File: config.mk
export PLATFORM = sky130hd
export DESIGN_NAME = pattern_loader
export DESIGN_NICKNAME = d
export VERILOG_FILES = /design/src/rtl/pattern_loader.sv
export SDC_FILE = /design/constraint.sdc
export NUM_CORES = 1
export LEC_CHECK = 0
export ABC_AREA = 1
export CAP_MARGIN = 5
export CORE_AREA = 3 3 40 42
export DETAILED_ROUTE_END_ITERATION = 16
export DIE_AREA = 0 0 43 45
export PLACE_DENSITY = 0.64
export SKIP_LAST_GASP = 1
export SLEW_MARGIN = 25
export SYNTH_ARGS = -nofsm -noshare
export SYNTH_HDL_FRONTEND = slang
export SYNTH_SLANG_ARGS = --single-unit
File: constraint.sdc
create_clock -name clk -period 1.9 [get_ports clk]
set_clock_uncertainty 0.15 [all_clocks]
set_input_delay 0.19 -clock clk [delete_from_list [all_inputs] [get_ports clk]]
set_output_delay 0.19 -clock clk [all_outputs]
set_load 0.01 [all_outputs]
File: src/rtl/pattern_loader.sv
`default_nettype none
// ==========================================================================
// pattern_loader : serialises a parallel pattern into a decoder's program
//                  shift register, then raises armed once it is complete.
// rev 1.0
// ==========================================================================
module pattern_loader #(
  parameter int WIDTH     = 4,
  parameter int MSB_FIRST = 1
) (
  input  logic             clk,
  input  logic             clr,
  input  logic [WIDTH-1:0] pat_in,
  input  logic             pat_valid,
  output logic             pat_ready,
  output logic             prgm,
  output logic             prgm_en,
  output logic             busy,
  output logic             done,
  output logic             armed
);

  localparam int              c_cw    = $clog2(WIDTH) + 1;
  localparam logic [c_cw-1:0] c_last  = c_cw'(WIDTH - 1);
  localparam logic [c_cw-1:0] c_one   = c_cw'(1);
  localparam logic [0:0]      c_idle  = 1'b0;
  localparam logic [0:0]      c_shift = 1'b1;

  logic [0:0]       r_state, w_state_nxt;
  logic [c_cw-1:0]  r_cnt, w_cnt_nxt;
  logic [WIDTH-1:0] r_shadow, w_shadow_nxt;
  logic             r_prgm, w_prgm_nxt;
  logic             r_prgm_en, w_prgm_en_nxt;
  logic             r_done, w_done_nxt;
  logic             r_armed, w_armed_nxt;
  logic [WIDTH-1:0] w_ordered;
  logic             w_accept;
  logic             w_last;

  // Reorder the pattern so bit 0 of the shadow is always the next bit out.
  if (MSB_FIRST != 0) begin : g_msb_first
    for (genvar i = 0; i < WIDTH; i++) begin : g_bit
      assign w_ordered[i] = pat_in[WIDTH-1-i];
    end
  end else begin : g_lsb_first
    assign w_ordered = pat_in;
  end

  assign w_accept = pat_valid && (r_state == c_idle);
  assign w_last   = (r_cnt == c_last);

  always_ff @(posedge clk or posedge clr) begin
    if (clr) begin
      r_state   <= c_idle;
      r_cnt     <= '0;
      r_shadow  <= '0;
      r_prgm    <= 1'b0;
      r_prgm_en <= 1'b0;
      r_done    <= 1'b0;
      r_armed   <= 1'b0;
    end else begin
      r_state   <= w_state_nxt;
      r_cnt     <= w_cnt_nxt;
      r_shadow  <= w_shadow_nxt;
      r_prgm    <= w_prgm_nxt;
      r_prgm_en <= w_prgm_en_nxt;
      r_done    <= w_done_nxt;
      r_armed   <= w_armed_nxt;
    end
  end

  always_comb begin
    w_state_nxt = r_state;
    case (r_state)
      c_idle:  if (w_accept) w_state_nxt = c_shift;
      c_shift: if (w_last)   w_state_nxt = c_idle;
      default: w_state_nxt = c_idle;
    endcase
  end

  // Outputs are computed one cycle ahead so every port leaves a flop.
  always_comb begin
    w_cnt_nxt     = r_cnt;
    w_shadow_nxt  = r_shadow;
    w_prgm_nxt    = 1'b0;
    w_prgm_en_nxt = 1'b0;
    w_done_nxt    = 1'b0;
    w_armed_nxt   = r_armed;
    case (r_state)
      c_idle: begin
        if (w_accept) begin
          w_cnt_nxt     = '0;
          w_shadow_nxt  = w_ordered >> 1;
          w_prgm_nxt    = w_ordered[0];
          w_prgm_en_nxt = 1'b1;
          w_armed_nxt   = 1'b0;
        end
      end
      c_shift: begin
        if (w_last) begin
          w_done_nxt  = 1'b1;
          w_armed_nxt = 1'b1;
        end else begin
          w_cnt_nxt     = r_cnt + c_one;
          w_shadow_nxt  = r_shadow >> 1;
          w_prgm_nxt    = r_shadow[0];
          w_prgm_en_nxt = 1'b1;
        end
      end
      default: ;
    endcase
  end

  assign pat_ready = (r_state == c_idle);
  assign busy      = (r_state == c_shift);
  assign prgm      = r_prgm;
  assign prgm_en   = r_prgm_en;
  assign done      = r_done;
  assign armed     = r_armed;

endmodule
`default_nettype wire
==> flow_summary.ini <==
[placed_design]
dp_cells = 83
globalplace.congestion = 0.738
hpwl_um = 656
portBuffers = 12

[final_layout]
drive_above_1_share = 0.0845
multiInputGateArea_um2 = 176
regArea_um2 = 250
num_antenna_cells = 0
nFillCells = 131
synthToLayoutAreaGrowth_pct = 32.6
layout.nets = 83
stdcell_count = 86

[synth]
ys_seq_area_frac = 0.531
synth_edf_count = 0
synth_compound_area_frac = 0.0106
synth_area_um2 = 472
synth_ff_type = dfrtp_1
synth_top_family_by_area = simple AND/OR/NAND/NOR gates
ys_warn_count = 0
synth.area.top_cells = dfrtp_1 (53%), nand2_1 (18%), ha_1 (8.0%)
syn_nets = 67
ys_top_cells_by_count = nand2_1 (23), dfrtp_1 (10), inv_1 (9)
yosys.area.top_type = dfrtp_1
synth-seq-cells = 10
synth.distinct_cells = 9
yosysMostFrequentCell = nand2_1
syn_area_per_cell_um2 = 8.28
synthXorXnorAreaFrac = 0
netlist.area_leader.share = 0.531
synth-adder-area-share = 0.0796
async_flop_share = 1.00
synth-simple-area-share = 0.284
postSynthCellCount = 57
synthMuxAreaShare = 0

[critical_path]
cp_top_family = buffers and inverters
path_buf_inv = 2
cp.arrival_ns = 1.40
worstSetupPathType = register to output pin
slowest_stage = clkdlybuf4s50_1
reg2reg_depth = 7
required_ns = 1.56
reg2reg_to = r_cnt[1]
cp.depth = 2
cp_cell_sequence = inv_2 -> clkdlybuf4s50_1
reg2reg_slack_ns = 0.36
crit_path_end_kind = output pin
rr_startpoint = r_cnt[0]
cp_max_fo = 8
crit_path_start_kind = register
crit_path_max_incr_delay_ns = 0.54

[detailed_routing]
final_antenna_net_count = 0
drc = 0
vias_per_cell = 4.27
wl_per_cell_um = 9.74
via_count = 367
first_pass_iters = 2
wl_um = 838
drt-initial-drc-count = 1

[global_routing]
antenna_found_initial = 0
gr-usage-all-layers = 0.0996
grt_max_degree = 11
gr-total-overflow = 0
grt_pass1_wl_mm = 1.34
first_global_vias = 316

[timing]
fin_crit_ns = 1.74
worst_slew_pin_slew_ns = 0.387
finalMaxSlewViolations = 0
hold_violations = 0
fmax_ghz = 0.576
final-setup-viol-count = 0
relSlewSlack = 0.742
min_period_over_period = 0.914
finalSetupTns_ns = 0
rsz0062_at_grt = false

[clock_tree]
cts_resized = 0
insertion_delay_ns = 0.25
cts_tree = built
clk_path_buf_depth = 2
cts_root_buf = clkbuf_4
clkTransAtPathRegs_ns = 0.06
cts_max_level = 1
cts_buffers = 3
cts_setup_buffers = 0
hold_buffers = 0
cts_sinks = 10

[floorplanning]
initial_core_util = 0.367
coreArea_um2 = 1280
die_w_um = 43
design.portCount = 13
die_h_um = 45
num_rows = 13
die_area_um2 = 1940

[power]
combPwrFrac = 0.470
p_leak_nw = 0.351
swShare = 0.385
p_seq_frac = 0.385
internal-power_w = 0.000587
finalPower_w = 0.000954
ir_drop_mv = 0.572
power_frac_clock = 0.145
netSwitchingPower_w = 0.000367
power_density_nw_per_um2 = 1530

[status]
status = complete, no violations

[hold_path]
hold_class = primary input to asynchronous set/reset pin

[run]
drv_cap = 0
state kept, by name (all words and copies together), names as in the netlist:
name      cells
r_cnt         3
prgm          1
done          1
armed         1
prgm_en       1
r_shadow      3
per-layer routing:
layer / GRT usage / share of wire / up-vias
li1: - / - / 200
met1: 0.133 / 0.48 / 158
met2: 0.129 / 0.45 / 7
met3: 0.0279 / 0.057 / 2
met4: 0.0904 / 0.014 / 0
met5: 0 / 0 / -
cell type report:
cell class / instances / area share
Multi-Input combinational cell: 36 / 0.282
Sequential cell: 10 / 0.400
Tap cell: 15 / 0.0300
Inverter: 10 / 0.0600
Clock buffer: 3 / 0.0360
Timing Repair Buffer: 12 / 0.192
power by group through the flow:
stage | logic (W) | registers (W) | clock network, W
3_5_place_dp | 0.000453 | 0.000374 | 0
2_1_floorplan | 0.000273 | 0.000379 | 0
4_1_cts | 0.000454 | 0.000370 | 0.000147
6_report | 0.000448 | 0.000367 | 0.000139
5_1_grt | 0.000501 | 0.000383 | 0.000158
3_3_place_gp | 0.000447 | 0.000368 | 0
worst max-delay path by stage:
stage,startpoint,end
5_1_grt,prgm_en,pat_ready
3_3_place_gp,r_cnt[0],r_cnt[1]
2_1_floorplan,r_cnt[0],r_shadow[0]
6_report,prgm_en,pat_ready
4_1_cts,prgm_en,pat_ready
3_5_place_dp,r_cnt[0],r_cnt[1]
worst reg2reg max path, stage by stage, from the launching register on:
cell and delay, ns:
dfrtp_1 0.40, ha_1 0.23, ha_1 0.19, inv_1 0.05, nand2_1 0.17, inv_1 0.16
nand2_1 0.07, nand2_1 0.06
cell families after synthesis:
| group | Yosys count |
|---|---|
| compound gates | 1 |
| simple gates | 32 |
| fa+ha+maj | 3 |
| buf+inv | 11 |
| flops | 10 |
cell usage in the layout, fill, tap and decap left out, drive strengths merged:
cell,synthesis,final
nand2,25,25
clkdlybuf4s50,0,12
dfrtp,10,10
inv,10,10
nand3,7,7
ha,3,3
clkbuf,0,3
o21ai,1,1
per-stage QoR:
stage	cell area (um^2)	util	setup WS [ns]	hold WS, ns
2_1_floorplan	472	-	0.521	-0.120
3_3_place_gp	603	0.469	0.402	0.314
3_5_place_dp	603	0.469	0.382	0.334
4_1_cts	626	0.487	0.150	0.0643
5_1_grt	626	0.487	0.105	0.0874
6_report	626	0.487	0.164	0.0595
(Power assumes the default switching activity.)
